--- src/rtl/hvac_zone_controller_pkg.sv ---
// Shared definitions for the multi-zone HVAC controller.
// Contents: per-zone state encoding and the sensor-fault code check.
// No ports (package).
package hvac_zone_controller_pkg;

    typedef enum logic [1:0] {
        ST_IDLE = 2'd0,
        ST_HEAT = 2'd1,
        ST_COOL = 2'd2
    } zone_state_e;

    // A sensor reporting the all-ones code for its width is treated as broken.
    function automatic logic is_fault_code(input logic [31:0] temp, input int unsigned temp_w);
        return temp == ((32'd1 << temp_w) - 32'd1);
    endfunction

endpackage

--- src/rtl/hvac_zone_controller_if.sv ---
// Zone sensor / actuator bundle for the HVAC controller.
// master: sensor/supervisor side, drives enable, temperature, temp_valid,
//         initial_heating, initial_cooling; observes heating, cooling, sensor_fault.
// slave:  controller side, the reverse.
interface hvac_zone_controller_if #(
    parameter int N_ZONES = 4,
    parameter int TEMP_W  = 5
);
    logic                        enable;
    logic [N_ZONES*TEMP_W-1:0]   temperature;
    logic [N_ZONES-1:0]          temp_valid;
    logic [N_ZONES-1:0]          initial_heating;
    logic [N_ZONES-1:0]          initial_cooling;
    logic [N_ZONES-1:0]          heating;
    logic [N_ZONES-1:0]          cooling;
    logic [N_ZONES-1:0]          sensor_fault;

    modport master (
        output enable, temperature, temp_valid, initial_heating, initial_cooling,
        input  heating, cooling, sensor_fault
    );

    modport slave (
        input  enable, temperature, temp_valid, initial_heating, initial_cooling,
        output heating, cooling, sensor_fault
    );
endinterface

--- src/rtl/hvac_zone_controller_zone_fsm.sv ---
// One HVAC zone: IDLE/HEATING/COOLING state machine with hysteresis,
// minimum-dwell counter and sticky sensor-fault flag.
// Ports: clk, rst (sync, active-high), enable, temp, valid, init_heat,
//        init_cool (sampled during rst); heating, cooling, sensor_fault (registered).
module hvac_zone_fsm
    import hvac_zone_controller_pkg::*;
#(
    parameter int TEMP_W    = 5,
    parameter int HEAT_ON   = 18,
    parameter int HEAT_OFF  = 20,
    parameter int COOL_ON   = 22,
    parameter int COOL_OFF  = 20,
    parameter int MIN_DWELL = 8
) (
    input  logic              clk,
    input  logic              rst,
    input  logic              enable,
    input  logic [TEMP_W-1:0] temp,
    input  logic              valid,
    input  logic              init_heat,
    input  logic              init_cool,
    output logic              heating,
    output logic              cooling,
    output logic              sensor_fault
);
    localparam int DW = (MIN_DWELL > 0) ? $clog2(MIN_DWELL + 1) : 1;
    localparam logic [DW-1:0]     DWELL_MAX = DW'(MIN_DWELL);
    localparam logic [TEMP_W-1:0] T_HEAT_ON  = TEMP_W'(HEAT_ON);
    localparam logic [TEMP_W-1:0] T_HEAT_OFF = TEMP_W'(HEAT_OFF);
    localparam logic [TEMP_W-1:0] T_COOL_ON  = TEMP_W'(COOL_ON);
    localparam logic [TEMP_W-1:0] T_COOL_OFF = TEMP_W'(COOL_OFF);

    zone_state_e   state;
    zone_state_e   state_nxt;
    logic [DW-1:0] dwell;
    logic          dwell_met;
    logic          fault_hit;

    // With no dwell requirement the counter is kept but never gates an exit.
    if (MIN_DWELL == 0) begin : g_no_dwell
        assign dwell_met = 1'b1;
    end else begin : g_dwell
        assign dwell_met = (dwell >= DWELL_MAX);
    end

    always_comb begin
        fault_hit = valid && is_fault_code(32'(temp), TEMP_W);
        state_nxt = state;
        // Disable, an existing fault or a fresh fault code all force IDLE regardless of dwell.
        if (!enable || sensor_fault || fault_hit) begin
            state_nxt = ST_IDLE;
        end else if (valid && dwell_met) begin
            case (state)
                ST_IDLE: begin
                    if (temp <= T_HEAT_ON)      state_nxt = ST_HEAT;
                    else if (temp >= T_COOL_ON) state_nxt = ST_COOL;
                end
                ST_HEAT: if (temp >= T_HEAT_OFF) state_nxt = ST_IDLE;
                ST_COOL: if (temp <= T_COOL_OFF) state_nxt = ST_IDLE;
                default: state_nxt = ST_IDLE;
            endcase
        end
    end

    always_ff @(posedge clk) begin
        if (rst) begin
            // Conflicting or absent init requests start the zone IDLE.
            if (init_heat && !init_cool)      state <= ST_HEAT;
            else if (init_cool && !init_heat) state <= ST_COOL;
            else                              state <= ST_IDLE;
            heating      <= init_heat && !init_cool;
            cooling      <= init_cool && !init_heat;
            dwell        <= '0;
            sensor_fault <= 1'b0;
        end else begin
            state   <= state_nxt;
            heating <= (state_nxt == ST_HEAT);
            cooling <= (state_nxt == ST_COOL);
            // Faults are only latched while enabled; once set only rst clears them.
            if (enable && fault_hit) sensor_fault <= 1'b1;
            if (!enable || (state_nxt != state)) dwell <= '0;
            else if (dwell != DWELL_MAX)         dwell <= dwell + 1'b1;
        end
    end
endmodule

--- src/rtl/hvac_zone_controller.sv ---
// Multi-zone HVAC controller top: slices the zone buses, checks the
// threshold parameters and instantiates one hvac_zone_fsm per zone.
// Ports: clk, rst (sync, active-high), bus (hvac_zone_controller_if.slave).
module hvac_zone_controller
    import hvac_zone_controller_pkg::*;
#(
    parameter int N_ZONES   = 4,
    parameter int TEMP_W    = 5,
    parameter int HEAT_ON   = 18,
    parameter int HEAT_OFF  = 20,
    parameter int COOL_ON   = 22,
    parameter int COOL_OFF  = 20,
    parameter int MIN_DWELL = 8
) (
    input  logic                   clk,
    input  logic                   rst,
    hvac_zone_controller_if.slave  bus
);
    localparam int T_MAX = (1 << TEMP_W) - 1;
    localparam bit PARAMS_OK = (N_ZONES >= 1) && (HEAT_ON < HEAT_OFF) && (HEAT_OFF <= COOL_ON)
                            && (COOL_OFF < COOL_ON) && (HEAT_ON < T_MAX) && (HEAT_OFF < T_MAX)
                            && (COOL_ON < T_MAX) && (COOL_OFF < T_MAX) && (MIN_DWELL >= 0);

    if (!PARAMS_OK) begin : g_param_err
        $error("hvac_zone_controller: illegal threshold/zone parameters");
    end

    logic [N_ZONES-1:0] heat_v;
    logic [N_ZONES-1:0] cool_v;
    logic [N_ZONES-1:0] fault_v;

    for (genvar z = 0; z < N_ZONES; z++) begin : g_zone
        hvac_zone_fsm #(
            .TEMP_W   (TEMP_W),
            .HEAT_ON  (HEAT_ON),
            .HEAT_OFF (HEAT_OFF),
            .COOL_ON  (COOL_ON),
            .COOL_OFF (COOL_OFF),
            .MIN_DWELL(MIN_DWELL)
        ) u_zone (
            .clk         (clk),
            .rst         (rst),
            .enable      (bus.enable),
            .temp        (bus.temperature[z*TEMP_W +: TEMP_W]),
            .valid       (bus.temp_valid[z]),
            .init_heat   (bus.initial_heating[z]),
            .init_cool   (bus.initial_cooling[z]),
            .heating     (heat_v[z]),
            .cooling     (cool_v[z]),
            .sensor_fault(fault_v[z])
        );
    end

    assign bus.heating      = heat_v;
    assign bus.cooling      = cool_v;
    assign bus.sensor_fault = fault_v;
endmodule
--- src/flat_wrapper.sv ---
// flat-port wrapper written by rule: the top's interface ports become plain ports
module hvac_zone_controller_flat import hvac_zone_controller_pkg::*;
#(
    parameter int N_ZONES   = 4,
    parameter int TEMP_W    = 5,
    parameter int HEAT_ON   = 18,
    parameter int HEAT_OFF  = 20,
    parameter int COOL_ON   = 22,
    parameter int COOL_OFF  = 20,
    parameter int MIN_DWELL = 8
)
  (clk, rst, bus_enable, bus_temperature, bus_temp_valid, bus_initial_heating, bus_initial_cooling, bus_heating, bus_cooling, bus_sensor_fault);
  hvac_zone_controller_if #(.N_ZONES(N_ZONES), .TEMP_W(TEMP_W)) bus_i ();
  input  logic clk;
  input  logic rst;
  input wire logic [$bits(bus_i.enable)-1:0] bus_enable;
  input wire logic [$bits(bus_i.temperature)-1:0] bus_temperature;
  input wire logic [$bits(bus_i.temp_valid)-1:0] bus_temp_valid;
  input wire logic [$bits(bus_i.initial_heating)-1:0] bus_initial_heating;
  input wire logic [$bits(bus_i.initial_cooling)-1:0] bus_initial_cooling;
  output wire logic [$bits(bus_i.heating)-1:0] bus_heating;
  output wire logic [$bits(bus_i.cooling)-1:0] bus_cooling;
  output wire logic [$bits(bus_i.sensor_fault)-1:0] bus_sensor_fault;
  assign bus_i.enable = bus_enable;
  assign bus_i.temperature = bus_temperature;
  assign bus_i.temp_valid = bus_temp_valid;
  assign bus_i.initial_heating = bus_initial_heating;
  assign bus_i.initial_cooling = bus_initial_cooling;
  assign bus_heating = bus_i.heating;
  assign bus_cooling = bus_i.cooling;
  assign bus_sensor_fault = bus_i.sensor_fault;
  hvac_zone_controller #(.N_ZONES(N_ZONES), .TEMP_W(TEMP_W), .HEAT_ON(HEAT_ON), .HEAT_OFF(HEAT_OFF), .COOL_ON(COOL_ON), .COOL_OFF(COOL_OFF), .MIN_DWELL(MIN_DWELL)) u_core (.clk(clk), .rst(rst), .bus(bus_i));
endmodule
--- config.mk ---
export PLATFORM = sky130hd
export DESIGN_NAME = hvac_zone_controller_flat
export DESIGN_NICKNAME = d
export VERILOG_FILES = /design/src/rtl/hvac_zone_controller_pkg.sv /design/src/rtl/hvac_zone_controller_if.sv /design/src/rtl/hvac_zone_controller_zone_fsm.sv /design/src/rtl/hvac_zone_controller.sv /design/src/flat_wrapper.sv
export SDC_FILE = /design/constraint.sdc
export NUM_CORES = 1
export LEC_CHECK = 0
export BUFFER_PORTS_ARGS = -buffer_cell sky130_fd_sc_hd__buf_2
export CAP_MARGIN = 10
export CORE_ASPECT_RATIO = 2
export CORE_MARGIN = 4
export CORE_UTILIZATION = 50
export CTS_BUF_LIST = sky130_fd_sc_hd__clkbuf_8
export CTS_CLUSTER_DIAMETER = 100
export DETAILED_ROUTE_END_ITERATION = 10
export HOLD_SLACK_MARGIN = 0.06
export PLACE_DENSITY_LB_ADDON = 0.25
export RECOVER_POWER = 25
export SYNTH_ARGS = -nofsm -noshare
export SYNTH_HDL_FRONTEND = slang
export SYNTH_SLANG_ARGS = --single-unit
--- constraint.sdc ---
create_clock -name clk -period 4.68 [get_ports clk]
set_input_delay 0.234 -clock clk [delete_from_list [all_inputs] [get_ports clk]]
set_output_delay 0.234 -clock clk [all_outputs]
set_load 0.03 [all_outputs]
==> metrics.txt, run 1 <==
# TYPE chip_impl_metric gauge
chip_impl_metric{name="cts-buffers-inserted",unit=""} 5
chip_impl_metric{name="critical_path_at",unit="ns"} 1.84
chip_impl_metric{name="final_antenna_net_count",unit=""} 0
chip_impl_metric{name="wl_per_cell",unit="um"} 12.71
chip_impl_metric{name="floorplan.die.width",unit="um"} 54.38
chip_impl_metric{name="synthesis.nets",unit=""} 304
chip_impl_metric{name="synth.ff_latch_count",unit=""} 36
chip_impl_metric{name="insertedDiodeCount",unit=""} 0
chip_impl_info{name="yosys.cell_count.top_type",value="dfxtp_1"} 1
chip_impl_metric{name="synth.mux.area_fraction",unit="%"} 1.978
chip_impl_info{name="synth.area.top_cells",value="dfxtp_1 34%, nor2_1 4.9%, ha_1 4.7%"} 1
chip_impl_metric{name="max-clock-path-buffers",unit=""} 2
chip_impl_metric{name="period_share",unit="%"} 35.95
chip_impl_metric{name="cp_data_required_time",unit="ns"} 4.84
chip_impl_metric{name="slew_viol_final",unit=""} 0
chip_impl_metric{name="drv_cap",unit=""} 0
chip_impl_metric{name="finish.instance_area",unit="sq um"} 2415
chip_impl_metric{name="crit_path_max_fanout",unit=""} 5
chip_impl_metric{name="drt_pass1_iterations",unit=""} 4
chip_impl_metric{name="grt_start_max_net_pins",unit=""} 15
chip_impl_metric{name="fraction_of_the_mapped_netlist_area_in_adder_cells",unit="%"} 4.654
chip_impl_metric{name="synth-compound-area-share",unit="%"} 24.37
chip_impl_metric{name="final_net_count",unit=""} 343
chip_impl_info{name="worst_hold_path_type",value="in -> reg"} 1
chip_impl_metric{name="post_route_setup_tns",unit="ns"} 0
chip_impl_metric{name="viasPerCell",unit=""} 5.591
chip_impl_metric{name="fill_cells",unit=""} 401
chip_impl_info{name="crit_path_end_kind",value="register"} 1
chip_impl_metric{name="globalRouteOverflowTotal",unit=""} 0
chip_impl_metric{name="cts_resized",unit=""} 0
chip_impl_metric{name="place.detailed.hpwl",unit="um"} 3667
chip_impl_info{name="outcome",value="completed"} 1
chip_impl_metric{name="post-synth-top-area-fraction",unit="%"} 33.51
chip_impl_metric{name="power_per_cell_area",unit="nW/um^2"} 265.9
chip_impl_metric{name="yosysSeqAreaShare",unit="%"} 33.51
chip_impl_metric{name="grt_use_total",unit="%"} 18.23
chip_impl_metric{name="netlist_instances",unit=""} 261
chip_impl_metric{name="floorplan.rows",unit=""} 33
chip_impl_metric{name="floorplan.die_area",unit="sq um"} 5478
chip_impl_metric{name="number_of_synthesized_flops_with_an_enable_pin",unit=""} 0
chip_impl_metric{name="static_leakage",unit="nW"} 0.9767
chip_impl_metric{name="synth-xor-area-share",unit="%"} 3.258
chip_impl_metric{name="post_dp_cell_area",unit="sq um"} 2349
chip_impl_info{name="tritoncts",value="done"} 1
chip_impl_metric{name="postRouteWirelength",unit="um"} 4475
chip_impl_metric{name="relSlewSlack",unit="%"} 65.68
chip_impl_metric{name="clkTransAtPathRegs",unit="ns"} 0.07
chip_impl_metric{name="last_weighted_congestion_value_of_the_routability_driven_placer",unit=""} 0.8386
chip_impl_metric{name="design.portCount",unit=""} 47
chip_impl_metric{name="ctsHtreeMaxLevel",unit=""} 2
chip_impl_metric{name="clock_sinks",unit=""} 36
chip_impl_metric{name="async_reset_ff_share",unit="%"} 0
chip_impl_info{name="cts.root.buffer_cell",value="clkbuf_8"} 1
chip_impl_metric{name="dr_total_vias",unit=""} 1968
chip_impl_info{name="start_kind",value="register"} 1
chip_impl_metric{name="buffer_ports.inserted",unit=""} 46
chip_impl_metric{name="hold_buffers",unit=""} 0
chip_impl_info{name="combinational_family_with_the_most_area_after_synthesis",value="simple AND/OR/NAND/NOR gates"} 1
chip_impl_metric{name="ir_worst_vdd",unit="mV"} 0.1642
chip_impl_metric{name="drive_above_1_share",unit="%"} 19.33
chip_impl_metric{name="clock_skew",unit="ns"} 0.002045
chip_impl_metric{name="storage_cell_area",unit="sq um"} 720.7
chip_impl_info{name="ys.flop_type",value="dfxtp_1"} 1
chip_impl_metric{name="yosysUniqueCellTypes",unit=""} 50
chip_impl_metric{name="placeableCoreArea",unit="sq um"} 4129
chip_impl_info{name="grt_setup_unrepaired",value="false"} 1
chip_impl_metric{name="antenna_found_initial",unit=""} 0
chip_impl_metric{name="grt_pass1_vias",unit=""} 1882
chip_impl_metric{name="cts.repair_timing.setup_buffer_count",unit=""} 0
chip_impl_info{name="largest_area_contributor_in_the_synthesized_netlist",value="dfxtp_1"} 1
chip_impl_info{name="crit_path_category",value="reg -> reg"} 1
chip_impl_metric{name="setup_violations",unit=""} 0
chip_impl_metric{name="dieHeight",unit="um"} 100.8
chip_impl_metric{name="synthesis.area_per_instance",unit="sq um"} 8.241
chip_impl_info{name="synth_common_cells",value="36 x dfxtp_1, 28 x nor2_1, 22 x nand2_1"} 1
chip_impl_metric{name="final_period_minus_worst_setup_slack",unit="ns"} 1.683
chip_impl_metric{name="first_pass_grt_wire_length",unit="um"} 7638
chip_impl_metric{name="initial_utilization",unit="%"} 52.09
chip_impl_metric{name="finalHoldViolCount",unit=""} 0
chip_impl_metric{name="fmaxAchievable",unit="MHz"} 594.3
chip_impl_metric{name="actual_slew_at_the_worst_max_slew_pin",unit="ns"} 0.5117
chip_impl_metric{name="drt_iter0_drc",unit=""} 31
chip_impl_metric{name="synthesis.area",unit="sq um"} 2151
chip_impl_metric{name="drt_drc_violations_left",unit=""} 0
chip_impl_metric{name="clk-insertion-delay-late",unit="ns"} 0.28
chip_impl_metric{name="synth_simple_gate_area_share",unit="%"} 25.25
chip_impl_metric{name="multi_input_area",unit="sq um"} 1280
chip_impl_metric{name="areaGrowthSynthToFinish",unit="%"} 12.27
chip_impl_metric{name="synth.yosys.warnings",unit=""} 0
layout by cell type (no fill, tap or decap), types with 5 or more instances in the layout:
cell	netlist	routed
ha_1	8	8
inv_1	14	15
nand3_1	9	9
o21ai_0	19	19
nand2_1	22	22
nor2b_1	5	5
nand3b_1	11	11
buf_2	0	37
clkbuf_8	0	5
o31ai_1	5	5
dfxtp_1	36	36
and2_1	5	5
a21oi_1	11	11
nor2_1	28	28
nand2b_1	6	6
clkbuf_1	2	9
per-layer routing:
layer | up-vias | GRT usage (%) | part of all wire (%)
li1 | 1011 | - | -
met1 | 912 | 19.24 | 39
met2 | 39 | 33.43 | 56
met3 | 6 | 3.407 | 4.4
met4 | 0 | 6.910 | 1.4
met5 | - | 0 | 0
per-stage QoR:
step                      setup slack, ns  hold slack [ns]  instances  utilization (%)   power, W
after floorplan                     3.149           0.3841        261                -  0.0004158
after CTS                           2.975           0.2161        352            58.76  0.0006505
final                               2.997           0.2229        352            58.48  0.0006420
after global placement              2.857           0.4840        345            56.88  0.0004489
after detailed placement            2.780           0.4874        345            56.88  0.0004531
after global routing                2.848           0.2483        352            58.48  0.0006777
state kept, by name, summed over array words and instances (netlist names):
signal,cells
u_core.g_zone.u_zone.dwell,16
u_core.g_zone.u_zone.state,8
u_core.g_zone.u_zone.sensor_fault,4
u_core.g_zone.u_zone.heating,4
u_core.g_zone.u_zone.cooling,4
cell families after synthesis:
group / after synthesis
flops: 36
compound gates: 74
mux: 4
buf+inv: 28
fa+ha+maj: 8
simple gates: 103
xor+xnor: 8
path summary, 6_finish.rpt:
kind | from | end | slack (ns) | cells past startpoint
worst max-delay path | u_core.g_zone[0].u_zone.dwell[3] | u_core.g_zone[0].u_zone.dwell[2] | 3.00 | 5
worst min-delay path | bus_initial_cooling[2] | u_core.g_zone[2].u_zone.state[1] | 0.22 | 3
worst max register to register | u_core.g_zone[0].u_zone.dwell[3] | u_core.g_zone[0].u_zone.dwell[2] | 3.00 | 5
worst min register to register | u_core.g_zone[0].u_zone.dwell[1] | u_core.g_zone[0].u_zone.dwell[1] | 0.49 | 2
final cells by class:
| cell class | instances | share of cell area [%] |
|---|---|---|
| clock buffer | 5 | 2.850 |
| clock inverter | 2 | 0.3627 |
| inverter | 14 | 2.176 |
| multi-input combinational | 197 | 53.01 |
| sequential | 36 | 29.84 |
| tap | 52 | 2.694 |
| timing repair buffer | 46 | 9.067 |
worst max-delay path: stages (launching register included):
cell	delay, ns
dfxtp_1	0.39
nand2_1	0.14
or3_1	0.36
o2bb2ai_1	0.20
a311oi_2	0.39
nor2_1	0.09
where the power goes:
part           switching [W]  internal (W)  leakage, nW  total (W)
Sequential         0.0000146      0.000322        0.294   0.000336
Clock              0.0000987     0.0000988       0.0452   0.000198
Combinational      0.0000619     0.0000462        0.637   0.000108
No activity file was read; power rests on OpenSTA's default activity.
==> inputs of run 2 (changes only) <==
==> constraint.sdc (replaced) <==
create_clock -name clk -period 1.65 [get_ports clk]
set_input_delay 0.0825 -clock clk [delete_from_list [all_inputs] [get_ports clk]]
set_output_delay 0.0825 -clock clk [all_outputs]
set_load 0.03 [all_outputs]
==> run 2 against run 1 <==
  * Highest routed layer unchanged
  * Setup slack got worse by 2.9 ns
  * Largest cell class unchanged
  * Sequential power rose to 2.8 times the previous value
  * Total power rose to 3.7 times the previous value
  * Core utilization up 4.6 points
  * Register-to-register slack worse by 2.9 ns
  * First-iteration DRC count up 13%
  * Cell area increased by 7.8%
  * Non-clock buffer count is 13 higher
  * Clock skew up 0.0015 ns
  * Largest power group is now the clock network
==> metrics.txt, run 2 (synthesis results as in run 1) <==
# TYPE chip_impl_metric gauge
chip_impl_info{name="worstReg2RegEnd",value="u_core.g_zone[0].u_zone.dwell[0]"} 1
chip_impl_metric{name="clkTransAtPathRegs",unit="ns"} 0.07
chip_impl_info{name="crit_path_category",value="reg -> reg"} 1
chip_impl_metric{name="drt_iter0_drc",unit=""} 35
chip_impl_metric{name="buffer_ports.inserted",unit=""} 46
chip_impl_info{name="reg_to_reg_critical_path_startpoint",value="u_core.g_zone[0].u_zone.dwell[3]"} 1
chip_impl_info{name="start_kind",value="register"} 1
chip_impl_info{name="grt_setup_unrepaired",value="false"} 1
chip_impl_info{name="worst_min_delay_path_startpoint",value="bus_initial_cooling[3]"} 1
chip_impl_metric{name="final_period_minus_worst_setup_slack",unit="ns"} 1.543
chip_impl_metric{name="floorplan.die.width",unit="um"} 54.38
chip_impl_metric{name="dr_total_vias",unit=""} 2028
chip_impl_metric{name="clock_skew",unit="ns"} 0.003501
chip_impl_metric{name="static_leakage",unit="nW"} 1.075
chip_impl_metric{name="last_weighted_congestion_value_of_the_routability_driven_placer",unit=""} 0.7849
chip_impl_metric{name="areaGrowthSynthToFinish",unit="%"} 21.06
chip_impl_metric{name="largest_reg_flops",unit=""} 16
chip_impl_metric{name="path_depth_of_the_worst_reg2reg_path",unit=""} 6
chip_impl_metric{name="ctsHtreeMaxLevel",unit=""} 2
chip_impl_metric{name="viasPerCell",unit=""} 5.541
chip_impl_metric{name="power_per_cell_area",unit="nW/um^2"} 911.3
chip_impl_metric{name="storage_cell_area",unit="sq um"} 720.7
chip_impl_metric{name="multi_input_area",unit="sq um"} 1280
chip_impl_metric{name="floorplan.rows",unit=""} 33
chip_impl_metric{name="critical_path_at",unit="ns"} 1.73
chip_impl_metric{name="drt_pass1_iterations",unit=""} 5
chip_impl_metric{name="grt_pass1_vias",unit=""} 1979
chip_impl_metric{name="cts-buffers-inserted",unit=""} 5
chip_impl_metric{name="final_antenna_net_count",unit=""} 0
chip_impl_metric{name="final.hold.worst_slack",unit="ns"} 0.05866
chip_impl_metric{name="period_share",unit="%"} 93.54
chip_impl_info{name="cts.root.buffer_cell",value="clkbuf_8"} 1
chip_impl_metric{name="design.portCount",unit=""} 47
chip_impl_metric{name="max-clock-path-buffers",unit=""} 2
chip_impl_metric{name="crit_path_max_fanout",unit=""} 4
chip_impl_metric{name="grt_start_max_net_pins",unit=""} 14
chip_impl_metric{name="ir_worst_vdd",unit="mV"} 0.6638
chip_impl_metric{name="finalHoldViolCount",unit=""} 0
chip_impl_info{name="most_used_cells_in_the_layout_excluding_fill_and_tap_cells",value="39 x buf_2, 36 x dfxtp_1, 28 x nor2_1"} 1
chip_impl_metric{name="drv_cap",unit=""} 0
chip_impl_metric{name="r2r_slack",unit="ns"} 0.11
chip_impl_metric{name="post_route_setup_tns",unit="ns"} 0
chip_impl_metric{name="drive_above_1_share",unit="%"} 22.93
chip_impl_metric{name="dieHeight",unit="um"} 100.8
chip_impl_metric{name="floorplan.die_area",unit="sq um"} 5478
chip_impl_metric{name="insertedDiodeCount",unit=""} 0
chip_impl_metric{name="postRouteWirelength",unit="um"} 4648
chip_impl_metric{name="dp_cells",unit=""} 355
chip_impl_metric{name="setup_violations",unit=""} 0
chip_impl_metric{name="fill_cells",unit=""} 378
chip_impl_info{name="tritoncts",value="done"} 1
chip_impl_info{name="mostFrequentLayoutCell",value="buf_2"} 1
chip_impl_metric{name="relSlewSlack",unit="%"} 76.20
chip_impl_metric{name="antenna_found_initial",unit=""} 0
chip_impl_info{name="outcome",value="completed"} 1
chip_impl_metric{name="initial_utilization",unit="%"} 52.09
chip_impl_metric{name="cp_data_required_time",unit="ns"} 1.84
chip_impl_metric{name="fin_cells",unit=""} 366
chip_impl_metric{name="placeableCoreArea",unit="sq um"} 4129
chip_impl_metric{name="final_net_count",unit=""} 356
chip_impl_metric{name="clock_sinks",unit=""} 36
chip_impl_metric{name="drt_drc_violations_left",unit=""} 0
chip_impl_info{name="worst_hold_path_type",value="in -> reg"} 1
chip_impl_info{name="crit_path_end_kind",value="register"} 1
chip_impl_info{name="critPathCapture",value="u_core.g_zone[0].u_zone.dwell[0]"} 1
chip_impl_info{name="top_register",value="u_core.g_zone.u_zone.dwell"} 1
chip_impl_metric{name="wl_per_cell",unit="um"} 12.70
chip_impl_metric{name="place.detailed.hpwl",unit="um"} 3611
chip_impl_info{name="timing.critical_path.from",value="u_core.g_zone[0].u_zone.dwell[3]"} 1
chip_impl_metric{name="globalRouteOverflowTotal",unit=""} 0
chip_impl_info{name="registers_with_the_highest_flip_flop_counts",value="u_core.g_zone.u_zone.dwell (16), u_core.g_zone.u_zone.state (8)"} 1
chip_impl_metric{name="grt_use_total",unit="%"} 18.99
chip_impl_metric{name="first_pass_grt_wire_length",unit="um"} 7928
chip_impl_metric{name="actual_slew_at_the_worst_max_slew_pin",unit="ns"} 0.3479
chip_impl_metric{name="fmaxAchievable",unit="MHz"} 647.9
chip_impl_metric{name="slew_viol_final",unit=""} 0
chip_impl_metric{name="clk-insertion-delay-late",unit="ns"} 0.29
run 2: cell count changes in the layout (fill, tap and decap cells not counted), sizes merged:
cell and delta:
bufinv +3, clkbuf -2, inv -1, clkinv -1, dlygate4sd3 +3, buf +12
run 2: report_power, final:
part	switching, W	total (W)	internal, W
Clock	0.000329	0.00108	0.000756
Combinational	0.000183	0.000335	0.000153
Sequential	0.0000410	0.000953	0.000912
Total	0.000552	0.00237	0.00182
run 2: final cells by class:
| class | instances | area share [%] |
|---|---|---|
| multi-input combinational | 197 | 49.16 |
| tap | 52 | 2.499 |
| inverter | 14 | 2.018 |
| clock inverter | 3 | 3.460 |
| timing repair buffer | 59 | 12.54 |
| clock buffer | 5 | 2.643 |
| sequential | 36 | 27.68 |
run 2: timing repair:
item | 4_1_cts | 5_1_grt
hold endpoints to repair | 4 | 0
hold buffers | 3 | 0
gates resized for setup | 0 | 0
setup buffers | 0 | 0
run 2: how the worst min path moves through the flow:
stage | endpoint | slack [ns] | cells past startpoint
2_1_floorplan | u_core.g_zone[0].u_zone.heating | 0.23 | 2
3_3_place_gp | u_core.g_zone[2].u_zone.state[1] | 0.34 | 3
3_5_place_dp | u_core.g_zone[3].u_zone.state[1] | 0.35 | 3
4_1_cts | u_core.g_zone[3].u_zone.state[1] | 0.06 | 3
5_1_grt | u_core.g_zone[0].u_zone.heating | 0.09 | 3
6_report | u_core.g_zone[3].u_zone.state[1] | 0.06 | 3
run 2: critical path: stages, from the launching register on:
cell and delay, ns:
dfxtp_1 0.34, nand2_1 0.09, or3_1 0.35, o2bb2ai_1 0.17
a311oi_2 0.27, buf_4 0.17, nor2_1 0.04
run 2: layer usage:
metal  vias up  wire length (um)  global-route usage, %
met4         0               122                  8.253
met1       928              1769                  19.44
met5         -                 0                      0
li1       1043                 -                      -
met2        46              2548                  34.81
met3        11               207                  3.704
run 2: metrics by stage:
| stage | power (W) | setup slack [ns] | instance area [sq um] | util, % |
|---|---|---|---|---|
| finish | 0.002373 | 0.1066 | 2604 | 63.06 |
| global placement | 0.001295 | 0.07582 | 2424 | 58.70 |
| floorplan | 0.001179 | 0.1587 | 2151 | - |
| detailed placement | 0.001302 | 0.04266 | 2424 | 58.70 |
| global route | 0.002479 | 0.002349 | 2604 | 63.06 |
| CTS | 0.002387 | 0.1130 | 2613 | 63.27 |
